File: src/rtl/uart_pkg.sv
// Shared constants for the UART register-access link: command bytes,
// response codes and the responder state encoding.
package uart_pkg;

  localparam logic [7:0] CMD_WR_DEF = 8'h57;
  localparam logic [7:0] CMD_RD_DEF = 8'h52;
  localparam logic [7:0] RESP_ACK   = 8'h06;
  localparam logic [7:0] RESP_NAK   = 8'h15;

  typedef enum logic [2:0] {
    ST_IDLE,
    ST_GET_ADDR,
    ST_GET_DATA,
    ST_SEND,
    ST_WAIT_ACC
  } state_t;

endpackage

File: src/rtl/uart_reg_responder.sv
// Byte-stream command responder: parses W/R frames from uart_rx, accesses an
// internal register file and hands one response byte to uart_tx per frame.
module uart_reg_responder
  import uart_pkg::*;
#(
  parameter int         NUM_REGS       = 16,
  parameter int         TIMEOUT_CYCLES = 1_000_000,
  parameter logic [7:0] CMD_WR         = CMD_WR_DEF,
  parameter logic [7:0] CMD_RD         = CMD_RD_DEF
) (
  input  logic                  i_clk,
  input  logic                  i_rst,
  input  logic [7:0]            i_rx_data,
  input  logic                  i_rx_valid,
  output logic [7:0]            o_tx_data,
  output logic                  o_tx_start,
  input  logic                  i_tx_busy,
  output logic [NUM_REGS*8-1:0] o_regs,
  output logic                  o_timeout,
  output logic                  o_overrun
);

  localparam int               TMR_W      = (TIMEOUT_CYCLES > 1) ? $clog2(TIMEOUT_CYCLES) : 1;
  localparam int               IDX_W      = (NUM_REGS > 1) ? $clog2(NUM_REGS) : 1;
  localparam logic [TMR_W-1:0] TMR_LAST   = TMR_W'(TIMEOUT_CYCLES - 1);
  localparam logic [8:0]       NUM_REGS_9 = 9'(NUM_REGS);

  state_t           state;
  logic             cmd_is_wr;
  logic [7:0]       addr;
  logic [TMR_W-1:0] timer;
  logic [7:0]       regs [NUM_REGS];

  // Full 8-bit compare so addresses above the register count never alias.
  function automatic logic addr_ok(input logic [7:0] a);
    return {1'b0, a} < NUM_REGS_9;
  endfunction

  function automatic logic [IDX_W-1:0] to_idx(input logic [7:0] a);
    return a[IDX_W-1:0];
  endfunction

  function automatic logic [7:0] read_resp(input logic [7:0] a,
                                           input logic [7:0] rd_val);
    return addr_ok(a) ? rd_val : RESP_NAK;
  endfunction

  logic       timer_done;
  logic [7:0] rd_rx_addr;

  assign timer_done = (timer == TMR_LAST);
  assign rd_rx_addr = regs[to_idx(i_rx_data)];

  for (genvar k = 0; k < NUM_REGS; k++) begin : g_flat
    assign o_regs[8*k +: 8] = regs[k];
  end

  always_ff @(posedge i_clk or posedge i_rst) begin
    if (i_rst) begin
      state      <= ST_IDLE;
      cmd_is_wr  <= 1'b0;
      addr       <= 8'h00;
      timer      <= '0;
      o_tx_data  <= 8'h00;
      o_tx_start <= 1'b0;
      o_timeout  <= 1'b0;
      o_overrun  <= 1'b0;
      for (int k = 0; k < NUM_REGS; k++) begin
        regs[k] <= 8'h00;
      end
    end else begin
      o_tx_start <= 1'b0;
      o_timeout  <= 1'b0;
      o_overrun  <= 1'b0;

      case (state)
        ST_IDLE: begin
          timer <= '0;
          if (i_rx_valid) begin
            if (i_rx_data == CMD_WR || i_rx_data == CMD_RD) begin
              cmd_is_wr <= (i_rx_data == CMD_WR);
              state     <= ST_GET_ADDR;
            end else begin
              o_tx_data <= RESP_NAK;
              state     <= ST_SEND;
            end
          end
        end

        ST_GET_ADDR: begin
          if (i_rx_valid) begin
            addr  <= i_rx_data;
            timer <= '0;
            if (cmd_is_wr) begin
              state <= ST_GET_DATA;
            end else begin
              o_tx_data <= read_resp(i_rx_data, rd_rx_addr);
              state     <= ST_SEND;
            end
          end else if (timer_done) begin
            timer     <= '0;
            o_timeout <= 1'b1;
            state     <= ST_IDLE;
          end else begin
            timer <= timer + TMR_W'(1);
          end
        end

        ST_GET_DATA: begin
          if (i_rx_valid) begin
            timer <= '0;
            if (addr_ok(addr)) begin
              regs[to_idx(addr)] <= i_rx_data;
              o_tx_data          <= RESP_ACK;
            end else begin
              o_tx_data <= RESP_NAK;
            end
            state <= ST_SEND;
          end else if (timer_done) begin
            timer     <= '0;
            o_timeout <= 1'b1;
            state     <= ST_IDLE;
          end else begin
            timer <= timer + TMR_W'(1);
          end
        end

        // Response byte is already stable; only the start strobe is gated.
        ST_SEND: begin
          timer <= '0;
          if (i_rx_valid) begin
            o_overrun <= 1'b1;
          end
          if (!i_tx_busy) begin
            o_tx_start <= 1'b1;
            state      <= ST_WAIT_ACC;
          end
        end

        // Leave as soon as uart_tx shows busy; completion is not awaited.
        ST_WAIT_ACC: begin
          if (i_rx_valid) begin
            o_overrun <= 1'b1;
          end
          if (i_tx_busy) begin
            timer <= '0;
            state <= ST_IDLE;
          end else if (i_rx_valid) begin
            timer <= '0;
          end else if (timer_done) begin
            timer     <= '0;
            o_timeout <= 1'b1;
            state     <= ST_IDLE;
          end else begin
            timer <= timer + TMR_W'(1);
          end
        end

        default: begin
          timer <= '0;
          state <= ST_IDLE;
        end
      endcase
    end
  end

endmodule

File: config.mk
export PLATFORM = sky130hd
export DESIGN_NAME = uart_reg_responder
export DESIGN_NICKNAME = d
export VERILOG_FILES = /design/src/rtl/uart_pkg.sv /design/src/rtl/uart_reg_responder.sv
export SDC_FILE = /design/constraint.sdc
export NUM_CORES = 1
export LEC_CHECK = 0
export CORE_MARGIN = 3
export CORE_UTILIZATION = 47
export DETAILED_ROUTE_END_ITERATION = 8
export GPL_TIMING_DRIVEN = 0
export PLACE_DENSITY = 0.85
export SLEW_MARGIN = 20
export SYNTH_ARGS = -nofsm -noshare
export SYNTH_HDL_FRONTEND = slang
export SYNTH_SLANG_ARGS = --single-unit
File: constraint.sdc
create_clock -name i_clk -period 5 [get_ports i_clk]
set_input_delay 0.75 -clock i_clk [delete_from_list [all_inputs] [get_ports i_clk]]
set_output_delay 0.75 -clock i_clk [all_outputs]
set_load 0.05 [all_outputs]
# Yosys cells after proc, flatten, opt, wreduce, memory -nomap -nowiden
# Index checks and enable logic that the tools add are counted.
# W data, S select, Z words.
# classes
add_sub_neg,1
order_cmp,5
n_eq_ne,14
mux,36
bitwise,2
n_reduce_logical,11
# ops
cell,count
$bwmux W128,1
$mux W8,9
$mux W20,3
$pmux W20 S2,1
$bmux W8 S4,1
$demux W8 S4,1
$pmux W8 S3,1
$mux W3,7
$add A20 B1 Y20 const B,1
$eq A20 B20 Y1 const B,1
$eq A8 B7 Y1 const B,2
$lt A8 B5 Y1 const B,2
$pmux W3 S5,1
$ne A2 B2 Y1 const B,6
$ge A5 B5 Y1 const B,2
$not A4 Y5,2
$reduce_and A3 Y1,3
$mux W1,8
$eq A3 B2 Y1 const B,2
$reduce_and A6 Y1,1
$lt A5 B1 Y1 const B,1
$mux W5,1
$reduce_or A2 Y1,2
$eq A3 B1 Y1 const B,1
other kinds (9),9
# totals
regBits,171
in_bits,12
elab_cells,93

# Logic depth before layout (Yosys ltp)
# Gate-level depths: netlist (run 1).
# logic_depth
depth_word,8
mapped_depth,8
mapped_depth_nobuf,5

# Worst setup path after synthesis (run 1)
# No wires, ideal clock.
# synth_timing
kind,input -> register
from,input i_rx_data[6]
to,register regs (netlist bit o_regs[104])
arrival_time_ns,2.405
slack_ns,2.470
path_stages,8
path_buffers,3
cell_sequence,clkbuf_1 -> and4bb_2 -> a311oi_4 -> and2_1 -> buf_6 -> and4_4 -> buf_12 -> mux2_4
# synth_lines
element,line_no,source
from (decl),uart_reg_responder.sv:13,"input logic [7:0] i_rx_data,"
"to (signal, indexed assignment)",uart_reg_responder.sv:113,regs[to_idx(addr)] <= i_rx_data;
to (decl),uart_reg_responder.sv:32,logic [7:0] regs [NUM_REGS];

# Final worst setup path (run 1)
# layout_timing
from,input i_rx_data[1]
to,register o_tx_data[3]
# layout_via
elab_chain_cells,8
# layout_lines
element,line_no,source
$not A4 Y5 (implied by the code),uart_reg_responder.sv:52,assign rd_rx_addr = regs[to_idx(i_rx_data)];
$bmux W8 S4,uart_reg_responder.sv:52,
$mux W8 (implied by the code) (2 in series),uart_reg_responder.sv:52,
$mux W8,uart_reg_responder.sv:45,return addr_ok(a) ? rd_val : RESP_NAK;
$mux W8,uart_reg_responder.sv:94,if (cmd_is_wr) begin
$mux W8,uart_reg_responder.sv:91,if (i_rx_valid) begin
$pmux W8 S3,uart_reg_responder.sv:76,case (state)
to (signal assigned),uart_reg_responder.sv:97,"o_tx_data <= read_resp(i_rx_data, rd_rx_addr);"
to (decl),uart_reg_responder.sv:15,"output logic [7:0] o_tx_data,"
# Several ways; a longest one is shown, not always the timed one. The select of a mux whose other input is x is not followed.
# A chain may end at the register's enable or synchronous reset.

==> results of run 1 <==
-- power groups by stage --
| stage | combinational (mW) | clock [mW] | sequential, mW |
|---|---|---|---|
| 2_1_floorplan | 0.446 | 0 | 1.96 |
| 3_3_place_gp | 1.07 | 0 | 1.65 |
| 3_5_place_dp | 1.11 | 0 | 1.66 |
| 4_1_cts | 1.12 | 1.27 | 1.64 |
| 5_1_grt | 1.18 | 1.32 | 1.66 |
| 6_report | 1.12 | 1.26 | 1.64 |
-- cells by family (layout without fill, tap and decap cells) --
family	after synthesis	after routing	synth area share (%)
adders and majority gates	1	1	0.156
buffers and inverters	45	224	2.77
muxes	170	170	28.3
xor gates and xnor gates	19	19	2.17
AOI/OAI and AO/OA	39	39	3.72
DFF	171	171	53.3
and+or+nand+nor	139	139	9.66
-- area by class of cell --
| type | instances | area share, % |
|---|---|---|
| Buffer | 40 | 1.96 |
| Clock buffer | 23 | 4.69 |
| Clock inverter | 7 | 0.637 |
| Inverter | 5 | 0.216 |
| Multi-Input combinational cell | 368 | 33.9 |
| Sequential cell | 171 | 41.1 |
| Tap cell | 220 | 2.64 |
| Timing Repair Buffer | 149 | 14.8 |
-- stage by stage --
step | util [%] | hold slack (ps)
5_1_grt | 62.5 | 525
2_1_floorplan | - | 470
6_report | 62.5 | 495
3_5_place_dp | 59.2 | 482
4_1_cts | 62.5 | 496
3_3_place_gp | 58.6 | 467
-- synthesized netlist by cell type, types with 3 or more instances --
master	number
a21oi_1	6
a221oi_1	4
a22o_1	4
a22oi_1	6
and3_1	4
buf_1	3
buf_2	5
buf_4	4
clkbuf_1	24
dfrtp_1	171
inv_1	5
mux2_2	129
mux2_4	8
mux2i_1	4
mux4_2	28
nand2_1	25
nand2b_1	5
nand3_1	13
nand3_2	6
nor2_1	40
nor2b_1	8
nor3_1	11
o21ai_0	5
or4_1	3
xnor2_1	15
xor2_1	3
-- routing by layer --
| layer | part of all wire, % | global-route usage, % | vias to the layer above |
|---|---|---|---|
| met5 | 0 | 0 | - |
| met4 | 3.6 | 10.7 | 0 |
| met3 | 8.5 | 9.04 | 55 |
| met2 | 48 | 41.9 | 266 |
| met1 | 40 | 33.0 | 2960 |
| li1 | - | - | 2471 |
-- critical path, stage by stage --
cell,delay [ps]
buf_2,240
buf_1,650
clkbuf_1,560
mux4_2,430
a221oi_1,460
o21ai_0,170
-- state kept, by name (all words and copies together), names as in the netlist --
| name | flops |
|---|---|
| addr | 8 |
| cmd_is_wr | 1 |
| o_overrun | 1 |
| o_regs | 128 |
| o_timeout | 1 |
| o_tx_data | 8 |
| o_tx_start | 1 |
| state | 3 |
| timer | 20 |
-- final timing paths --
check	startpoint	endpoint	slack, ps	cells past startpoint
worst min register to register	o_tx_data[1]$_DFFE_PP0P_	o_tx_data[1]$_DFFE_PP0P_	490	2
worst max-delay path	i_rx_data[1]	o_tx_data[3]$_DFFE_PP0P_	2010	6
worst max register to register	state[1]$_DFFE_PP0P_	o_regs[122]$_DFFE_PP0P_	2460	6
max in group asynchronous	i_rst	addr[2]$_DFFE_PP0P_	3350	5
min in group asynchronous	i_rst	o_tx_start$_DFF_PP0_	660	2
worst min-delay path	o_tx_data[1]$_DFFE_PP0P_	o_tx_data[1]$_DFFE_PP0P_	490	2
==> run metrics, run 1 <==
status=complete, no violations; final number of setup-violating endpoints=0; Worst Path Required=5290 ps; post-synthesis register bit count=171; Net Switching=1.36 mW; synthesized instance count=584; Placement Cell Area=9850 sq um; vias in the first global route=6,149; commonest non-fill, non-tap cells in the layout=dfrtp_1, clkdlybuf4s50_1, mux2_2; TritonCTS clock tree=yes; CTS H-Tree Depth=4; setup TNS=0 ps; FFs w/ async S/R, synth=100%; fin nets=765; post-route design area=10,400 sq um; Synth-to-Final Area Change=29.6%; Via Count=5,752; Bufs on Longest Clock Path=2; Worst EP arrival=3280 ps; Post-Syn Area=8030 sq um; core area=16,600 sq um; Antenna Nets Post-Route=0; max-slew violation count=0; gr usage total=26.3%; Period Utilization, post-route=59.8%; Synth Area per Inst=13.8 sq um; area leader, netlist=dfrtp_1; global-route wire length before repair=36,400 um; Worst setup SP type=primary input; Pleak=4.61 nW; DP Worst Slack=1590 ps; hold-fix buffers at CTS=0; register area=4280 sq um; Yosys Warn Count=0; FILL cells=1,166; Die H=137 um; multi-input logic area=3530 sq um; CP Capture Type=register; Post-synth EDFFs=0; Via density=5.85; Pint=2.66 mW; sequential share of power=40.8%; post-route total power=4.03 mW; DRC=0; Placed Cells=953; Final Hold Vio Count=0; Worst-path clk slew=60 ps; CP max FO=10; ANT cells=0; Comb power frac=27.8%; Yosys top cell area share=53.3%; Worst-Margin Slew=836 ps; max cap viols=0; clk sink count=171; commonest non-fill, non-tap cell in the layout=dfrtp_1; clock period minus final worst setup slack=2990 ps; Num CTS Buffers=17; # port buffers=144; Power Dens Cells=387 nW/um^2; DPL Wire Length=16,700 um; TritonRoute pass-1 iters=7; hold crit path type=register to register; post-synth cell types=62; Initial DRC Count=418; die area=18,700 sq um; Max transition margin=44.3%; final setup margin=2010 ps; register area share after synthesis=53.3%; I/O Pins=151; GRT overflow=0; layout cell share with drive strength beyond 1=30.0%; largest net degree at the start of global routing=36; critical path class=primary input to register; global placer's final weighted congestion=0.883; routed wire length=23,900 um; die width=137 um; Clk pwr share=31.4%; Root Driver=clkbuf_16; FMAX=334 MHz; RSZ-0062 raised after global routing=false; Switching Share=33.8%; average wire per standard cell=24.3 um; row count=47; Final Non-Filler Cells=983; post-CTS setup buffers=0; Clk Latency, worst-skew pair=440 ps; cts repair resizes=0; Initial Util=48.3%; Mapped Nets=597; top cells by area, synth=dfrtp_1, mux2_2, mux4_2; initial antenna violation count=0; VDD IR max=0.262 mV; Clock Skews=9.77 ps; Primary FF master, synth=dfrtp_1
Note: power is estimated with default switching activity, not from simulation.
==> run 2, diff against run 1 <==
clock period = 2.7 ns   (was 5 ns; I/O delays follow)
==> run 2 against run 1 <==
First-iteration DRC count increased by 3.8%. Power increased by 85%. Critical path depth up 1. Highest routed layer unchanged.
==> run metrics, run 2 (synthesis gave the netlist of run 1 again) <==
status=complete, no violations; hold-fix buffers at CTS=0 (unchanged); TritonRoute pass-1 iters=5 (-2); Metal-1 WL=9570 um (+1.5%); Worst-Margin Slew=835 ps (-1.59 ps); die width=137 um (unchanged); worst reg2reg path depth=7 (+1); FILL cells=1,165 (-0.086%); final number of setup-violating endpoints=0 (unchanged); Synth-to-Final Area Change=29.5% (about the same); core area=16,600 sq um (unchanged); clk sink count=171 (unchanged); fin nets=764 (-0.13%); multi-input logic area=3530 sq um (unchanged); reg2reg setup slack=170 ps (-2290 ps); Clk Latency, worst-skew pair=430 ps (about the same); post-route design area=10,400 sq um (about the same); row count=47 (unchanged); met3 WL post-DR=2030 um (-0.39%); I/O Pins=151 (unchanged); clock period minus final worst setup slack=2530 ps; Period Utilization, post-route=93.7%; Initial DRC Count=434 (+3.8%); Worst-path clk slew=60 ps (about the same); Clock Skews=8.39 ps (-1.39 ps); Die H=137 um (unchanged); Placement Cell Area=9850 sq um (unchanged); Root Driver=clkbuf_16; final hold slack=315 ps (-180 ps); ANT cells=0 (unchanged); global-route wire length before repair=36,400 um (unchanged); Num CTS Buffers=17 (unchanged); hold crit path type=primary input to asynchronous set/reset pin; Final Hold Vio Count=0 (unchanged); final core occ=62.5% (about the same); max reg flops=128 (unchanged); Pleak=4.61 nW (about the same); # port buffers=144 (unchanged); commonest non-fill, non-tap cell in the layout=dfrtp_1; DRC=0 (unchanged); RSZ-0062 raised after global routing=false; layout cell share with drive strength beyond 1=30.1% (+0.039 points); Bufs on Longest Clock Path=2 (unchanged); VDD IR max=0.483 mV (+84%); CP max FO=10 (unchanged); Via Count=5,739 (-0.23%); register area=4280 sq um (unchanged); DP Worst Slack=-361 ps (-1960 ps); met2 WL post-DR=11,400 um (-0.85%); global placer's final weighted congestion=0.883 (unchanged); vias in the first global route=6,149 (unchanged); post-route total power=7.45 mW (+85%); initial antenna violation count=0 (unchanged); Worst setup SP type=register; Worst EP arrival=2840 ps (-440 ps); CTS H-Tree Depth=4 (unchanged); Max transition margin=44.4% (+0.11 points); final setup margin=171 ps (-1840 ps); critical path class=register to register; largest net degree at the start of global routing=36 (unchanged); DPL Wire Length=16,700 um (unchanged); Worst Path Required=3010 ps (-2280 ps); reg2reg end=o_regs[46]$_DFFE_PP0P_; GRT overflow=0 (unchanged); commonest non-fill, non-tap cells in the layout=dfrtp_1, clkdlybuf4s50_1, mux2_2; TritonCTS clock tree=yes; Via density=5.84 (-0.12%); gr usage total=26.3% (unchanged); Final Non-Filler Cells=982 (-0.10%); Power Dens Cells=716 nW/um^2 (+85%); max cap viols=0 (unchanged); Initial Util=48.3% (unchanged); Top Layer Used=met4; CP Capture Type=register; setup TNS=0 ps (unchanged); Placed Cells=953 (unchanged); FMAX=395 MHz; Crit Reg-Reg Startpoint=state[1]$_DFFE_PP0P_; Antenna Nets Post-Route=0 (unchanged); max-slew violation count=0 (unchanged); routed wire length=23,800 um (-0.18%); die area=18,700 sq um (unchanged); average wire per standard cell=24.3 um (about the same)
run 2: cell count changes in the layout (fill, tap and decap cells not counted):
cell,previous run,this run
buf_1,3,2
run 2: worst max-delay path by stage:
| stage | startpoint | end | slack [ps] | cells after the start |
|---|---|---|---|---|
| after floorplan | i_rst | addr[0]$_DFFE_PP0P_ | 110 | 1 |
| after CTS | i_rx_data[1] | o_tx_data[3]$_DFFE_PP0P_ | 40 | 6 |
| final | state[1]$_DFFE_PP0P_ | o_regs[46]$_DFFE_PP0P_ | 170 | 7 |
| after global routing | state[1]$_DFFE_PP0P_ | o_regs[126]$_DFFE_PP0P_ | 40 | 6 |
| after detailed placement | i_rx_data[1] | o_tx_data[3]$_DFFE_PP0P_ | -360 | 6 |
| after global placement | i_rst | o_regs[51]$_DFFE_PP0P_ | -1080 | 2 |
run 2: layer usage:
metal,global-route usage (%),up-vias
met1,33.0,2973
met4,10.7,0
met2,41.9,251
li1,-,2465
met3,9.04,50
met5,0,-
run 2: critical path, cell delays in order (launching register included):
cell	delay, ps
dfrtp_1	430
clkbuf_1	320
nor2b_1	300
and3_1	260
and2_1	170
buf_6	170
nand3_2	330
mux2_2	410
run 2: what timing repair did:
action	CTS	global route
buffers inserted	0	0
endpoints found under the setup margin	0	1
resized for setup	0	0
run 2: final cells by class:
cell class	instances	area share (%)
Sequential cell	171	41.1
Multi-Input combinational cell	368	33.9
Timing Repair Buffer	149	14.8
Clock buffer	23	4.69
Tap cell	220	2.65
Buffer	39	1.92
Clock inverter	7	0.637
Inverter	5	0.216
run 2: where the power goes:
group / leakage, nW / switching, mW / total [mW] / internal (mW)
Clock: 0.275 / 0.982 / 2.33 / 1.35
Combinational: 1.99 / 1.32 / 2.07 / 0.752
Sequential: 2.35 / 0.214 / 3.04 / 2.83
Total: 4.61 / 2.52 / 7.45 / 4.93
==> patch 1, RTL diff (settings of run 1) <==
Change the parameter `TIMEOUT_CYCLES` from 1_000_000 to 500_000.
--- a/src/rtl/uart_reg_responder.sv
+++ b/src/rtl/uart_reg_responder.sv
@@ -4,7 +4,7 @@
   import uart_pkg::*;
 #(
   parameter int         NUM_REGS       = 16,
-  parameter int         TIMEOUT_CYCLES = 1_000_000,
+  parameter int         TIMEOUT_CYCLES = 500_000,
   parameter logic [7:0] CMD_WR         = CMD_WR_DEF,
   parameter logic [7:0] CMD_RD         = CMD_RD_DEF
 ) (
Function: no difference found for any inputs over 4 cycles, from zero or initial values and one cycle with i_rst high; that may be too few to reach the edited logic, so the function may still have changed.
==> patch 1 against run 1 <==
First-iteration DRC count is 0.24% lower. Total power increased by 23%. Clock power up 3%. Sequential cell count decreased by 1. Design area rose by 0.81%. Synthesized area increased by 0.33%. Wire length is 5.1% lower. Sequential share of layout area shrank 0.57 points. Global-route usage down 1.5 points. Cell count increased by 3.1%. Hold slack worse by 0.0033 ns. Die area up 0.31%. Core utilization up 0.28 points. Setup slack gained 0.19 ns.
==> patch 1: results (changes against run 1) <==
cts_setup_buffers: 0  # unchanged
net_count_reported_at_finish: 793  # +3.7%
status: "finished, final reports clean"
met2RoutedLength_mm: 10.8  # -6.6%
slew_of_the_pin_with_the_lowest_slew_margin_ns: 0.830  # -0.00618 ns
slowest_delay_ns: 0.62  # -0.03 ns
yosys_warnings: 0  # unchanged
cts_repair_resize_count: 0  # unchanged
hold_path_depth: 1  # -1
r2r-end: "timer[16]$_DFF_PP0_"
largest_register_ff_count: 128  # unchanged
timing.hold.worst.start: "timer[0]$_DFF_PP0_"
clk_transition_reported_paths_ns: 0.07
hpwlAfterDp_mm: 16.1  # -3.7%
initialDrtViolationCount: 417  # -0.24%
wl_met3_mm: 1.74  # -15%
p_leak_uw: 0.00470  # +1.8%
synth_sequential_area_ratio: 0.528  # -0.00484
ys_dominant_reg_cell: "sky130_fd_sc_hd__dfrtp_1"
post_drt_via_cell_ratio: 5.92  # +1.3%
slowest_stage: "sky130_fd_sc_hd__clkdlybuf4s50_1"
synth.distinct_cells: 57  # -8.1%
reg2regPathDepth: 7  # +1
critical_path.max_fanout: 10  # unchanged
io_buffers: 144  # unchanged
wl_mm: 22.7  # -5.1%
top_layer: "met4"
irDropWorstVdd_v: 0.000330  # +26%
hold_path.class: "flop to flop"
total_routing_resource_utilization_after_global_routing: 0.248  # -0.0149
grt_antenna_before_repair: 0  # unchanged
worstSkewPairLatency_ns: 0.44  # about the same
grt_first_pass_wirelength_mm: 35.1  # -3.6%
antenna_cells: 0  # unchanged
drive_gt1_frac: 0.280  # -0.0202
regToRegSetupSlack_ns: 2.86  # +0.40 ns
vias_in_the_first_global_route: 6033  # -1.9%
grt_start_max_net_pins: 32  # -11%
synth_top_cells_by_area: "sky130_fd_sc_hd__dfrtp_1, sky130_fd_sc_hd__mux2_2, sky130_fd_sc_hd__mux4_2"
htree_levels: 4  # unchanged
asyncSetResetFlopFracSynth: 1.00  # unchanged
worstHoldEndpoint: "timer[0]$_DFF_PP0_"
last_weighted_congestion_value_of_the_routability_driven_placer: 0.848  # -3.9%
cts-buffers-inserted: 17  # unchanged
firstDrtPassIters: 5  # -2
root_buffer: "sky130_fd_sc_hd__clkbuf_16"
synth_fp_nets: 624  # +4.5%
r2r_start: "timer[0]$_DFF_PP0_"
cts_buffer_depth: 2  # unchanged
path_delay_family: "buffers and inverters"
worstPathArrival_ns: 3.12  # -0.16 ns
synth_top_cells_by_count: "sky130_fd_sc_hd__dfrtp_1, sky130_fd_sc_hd__mux2_2, sky130_fd_sc_hd__nand2_1"
final.setup_skew_ns: 0.0124  # +0.00261 ns
m1WireLength_mm: 9.63  # +2.1%
post_cts_hold_buffer_count: 0  # unchanged
[patch 1: cell count changes after synthesis, moves of 8 or more]
cell | run 1 | this run
sky130_fd_sc_hd__nand3_4 | 0 | 11
sky130_fd_sc_hd__nand2_1 | 25 | 42
sky130_fd_sc_hd__o21ai_0 | 5 | 21
sky130_fd_sc_hd__clkbuf_1 | 24 | 13
sky130_fd_sc_hd__mux2_4 | 8 | 0
sky130_fd_sc_hd__mux2i_1 | 4 | 24
sky130_fd_sc_hd__mux2_2 | 129 | 121
sky130_fd_sc_hd__mux4_2 | 28 | 19
sky130_fd_sc_hd__xnor2_1 | 15 | 7
[patch 1: how the worst max path moves through the flow]
stage	end	slack (ns)	startpoint	cells after the start
2_1_floorplan	addr[0]$_DFFE_PP0P_	2.08	i_rst	1
3_3_place_gp	o_regs[79]$_DFFE_PP0P_	0.70	i_rst	2
3_5_place_dp	o_tx_data[4]$_DFFE_PP0P_	1.89	i_rx_data[1]	8
4_1_cts	o_tx_data[4]$_DFFE_PP0P_	2.29	i_rx_data[1]	8
5_1_grt	o_tx_data[0]$_DFFE_PP0P_	2.06	i_rx_data[1]	8
6_report	o_tx_data[4]$_DFFE_PP0P_	2.20	i_rx_data[1]	8
[patch 1: final cells by class]
cell class / instances / area, um^2
multi-input combinational: 396 / 3570
tap: 220 / 275
fill: 1238 / 6210
clock inverter: 14 / 155
inverter: 7 / 30.0
timing repair buffer: 150 / 1570
sequential: 170 / 4250
buffer: 38 / 204
clock buffer: 18 / 429
[patch 1: where the power goes]
part           internal [uW]  leakage, uW  switching, uW
combinational            651      0.00208           1180
clock                    668     0.000285            632
sequential              1610      0.00233            206
[patch 1: cells by family after synthesis]
group           after synthesis  synth area share
xor+xnor                     17            0.0185
simple gates                147             0.113
buf+inv                      45            0.0286
compound gates               65            0.0523
mux                         166             0.259
flops                       170             0.528
fa+ha+maj                     1           0.00155
[patch 1: routing by layer]
layer / vias up / global-route usage
li1: 2570 / -
met1: 3089 / 0.355
met2: 306 / 0.381
met3: 37 / 0.0522
met4: 0 / 0.0782
met5: - / 0
[patch 1: through the flow]
step           area, um^2  hold slack (ns)  setup slack [ns]  instances   util
2_1_floorplan        8060            0.453              2.08        611      -
3_3_place_gp         9780            0.465             0.696        975  0.586
3_5_place_dp         9910            0.473              1.89        981  0.593
4_1_cts             10500            0.489              2.29       1013  0.628
5_1_grt             10500            0.532              2.06       1013  0.628
6_report            10500            0.492              2.20       1013  0.628
==> patch 2, RTL diff (settings of run 1) <==
Made on the original files. Register the output `o_regs`, with the module's reset; this adds one clock of latency there. The other outputs are not delayed to match.
--- a/src/rtl/uart_reg_responder.sv
+++ b/src/rtl/uart_reg_responder.sv
@@ -24,6 +24,8 @@
   localparam int               IDX_W      = (NUM_REGS > 1) ? $clog2(NUM_REGS) : 1;
   localparam logic [TMR_W-1:0] TMR_LAST   = TMR_W'(TIMEOUT_CYCLES - 1);
   localparam logic [8:0]       NUM_REGS_9 = 9'(NUM_REGS);
+
+  logic [NUM_REGS*8-1:0] o_regs_d;
 
   state_t           state;
   logic             cmd_is_wr;
@@ -52,7 +54,7 @@
   assign rd_rx_addr = regs[to_idx(i_rx_data)];
 
   for (genvar k = 0; k < NUM_REGS; k++) begin : g_flat
-    assign o_regs[8*k +: 8] = regs[k];
+    assign o_regs_d[8*k +: 8] = regs[k];
   end
 
   always_ff @(posedge i_clk or posedge i_rst) begin
@@ -164,5 +166,13 @@
     end
   end
 
+  always_ff @(posedge i_clk or posedge i_rst) begin
+    if (i_rst) begin
+      o_regs <= '0;
+    end else begin
+      o_regs <= o_regs_d;
+    end
+  end
+
 endmodule
 
Behaviour: not the same (a bounded check fails within 4 cycles, from zero or initial values and one cycle with i_rst high).
==> patch 2 against run 1 <==
Sequential share of layout area is 11 points higher. Sequential cell count is 128 higher. Synthesized area is 39% higher. Wire length is 11% higher. Design area is 37% higher. Setup slack better by 0.45 ns. Maximum frequency is 18% higher. Synthesized cell count is 20% higher. Total power is 83% higher. Clock power is 83% higher. Critical path type is now flop to output port. Largest power group unchanged.
==> patch 2: results (changes against run 1) <==
worstPathArrival_ns: 1.79  # -1.49 ns
synth_sequential_area_ratio: 0.668  # +0.136
status: "finished, final reports clean"
slowest_stage: "sky130_fd_sc_hd__clkdlybuf4s50_1"
slowest_delay_ns: 0.85  # +0.20 ns
dpl_cell_area_um2: 13200  # +34%
htree_levels: 1  # -3
synth_top_cells_by_count: "sky130_fd_sc_hd__dfrtp_1, sky130_fd_sc_hd__mux2_2, sky130_fd_sc_hd__nor2_1"
synthesis.instances: 702  # +20%
wl_per_cell_um: 21.8  # -10%
worstSkewPairLatency_ns: 0.56  # +0.12 ns
vias_in_the_first_global_route: 7101  # +15%
synth_top_cells_by_area: "sky130_fd_sc_hd__dfrtp_1, sky130_fd_sc_hd__mux2_2, sky130_fd_sc_hd__mux4_2"
drive_gt1_frac: 0.295  # -0.00465
final_area_um2: 14200  # +37%
grt_first_pass_wirelength_mm: 41.8  # +15%
critical_path.max_fanout: 2  # -8
regToRegSetupSlack_ns: 2.62  # +0.16 ns
last_weighted_congestion_value_of_the_routability_driven_placer: 0.839  # -5.0%
grt_antenna_before_repair: 0  # unchanged
synth.distinct_cells: 56  # -9.7%
firstDrtPassIters: 4  # -3
cts_buffer_depth: 3  # +1
max_slew_margin: 0.543  # +0.101
synth_fp_nets: 715  # +20%
final.setup_skew_ns: 0.0194  # +0.00961 ns
final.fill_count: 1657  # +42%
net_count_reported_at_finish: 898  # +17%
post_drt_via_cell_ratio: 5.44  # -7.1%
initialDrtViolationCount: 455  # +8.9%
cts-buffers-inserted: 30  # +13
hpwlAfterDp_mm: 18.4  # +10%
grt_start_max_net_pins: 37  # +2.8%
p_leak_uw: 0.00673  # +46%
io_buffers: 142  # -1.4%
irDropWorstVdd_v: 0.000343  # +31%
total_routing_resource_utilization_after_global_routing: 0.208  # -0.0551
[patch 2: changes by cell type after synthesis, moves of 7 or more]
cell                       delta
sky130_fd_sc_hd__buf_2        +7
sky130_fd_sc_hd__dfrtp_1    +128
sky130_fd_sc_hd__nand2_1     -10
sky130_fd_sc_hd__clkbuf_1     -9
[patch 2: metal layers]
metal	GRT usage	routed length (um)	vias up
li1	-	-	2867
met1	0.293	11600	3489
met2	0.336	12800	225
met3	0.0374	1450	52
met4	0.0600	690	0
met5	0	0	-
[patch 2: cell type report]
type | instances | share of cell area
Inverter | 8 | 0.00237
Tap cell | 313 | 0.0275
Multi-Input combinational cell | 359 | 0.247
Clock buffer | 39 | 0.0579
Clock inverter | 15 | 0.0147
Sequential cell | 299 | 0.526
Timing Repair Buffer | 151 | 0.113
Buffer | 36 | 0.0118
[patch 2: power by group]
part	internal, uW	leakage [uW]	switching (uW)	total (uW)
clock	1370	0.000504	930	2300
sequential	2860	0.00412	296	3160
combinational	708	0.00211	1210	1920
[patch 2: final timing paths]
kind,cells past startpoint,startpoint,endpoint
max in group asynchronous,5,i_rst,o_regs_d[104]$_DFFE_PP0P_
max reg2reg,5,state[2]$_DFFE_PP0P_,o_regs_d[61]$_DFFE_PP0P_
min in group asynchronous,2,i_rst,o_regs_d[10]$_DFFE_PP0P_
min,0,o_regs_d[68]$_DFFE_PP0P_,o_regs[68]$_DFF_PP0_
min reg2reg,0,o_regs_d[68]$_DFFE_PP0P_,o_regs[68]$_DFF_PP0_
max,1,o_tx_data[4]$_DFFE_PP0P_,o_tx_data[4]
[patch 2: kinds of logic (layout without fill, tap and decap cells)]
| logic type | count (synthesis) | after routing | share of synthesized area |
|---|---|---|---|
| DFF | 299 | 299 | 0.668 |
| muxes | 177 | 177 | 0.210 |
| and+or+nand+nor | 130 | 130 | 0.0671 |
| buffers and inverters | 44 | 249 | 0.0177 |
| AOI/OAI and AO/OA | 32 | 32 | 0.0205 |
| xor gates and xnor gates | 19 | 19 | 0.0149 |
| adders and majority gates | 1 | 1 | 0.00112 |
[patch 2: stage by stage]
stage	instances	TNS (ns)	hold WS [ns]	setup WS (ns)	total power, uW
after floorplan	702	0	0.364	0.277	4410
after global placement	1157	-475.21	0.375	-1.61	5030
after detailed placement	1166	0	0.380	2.03	5100
after CTS	1220	0	0.396	2.44	7420
after global routing	1220	0	0.398	2.43	7660
final	1220	0	0.393	2.46	7380
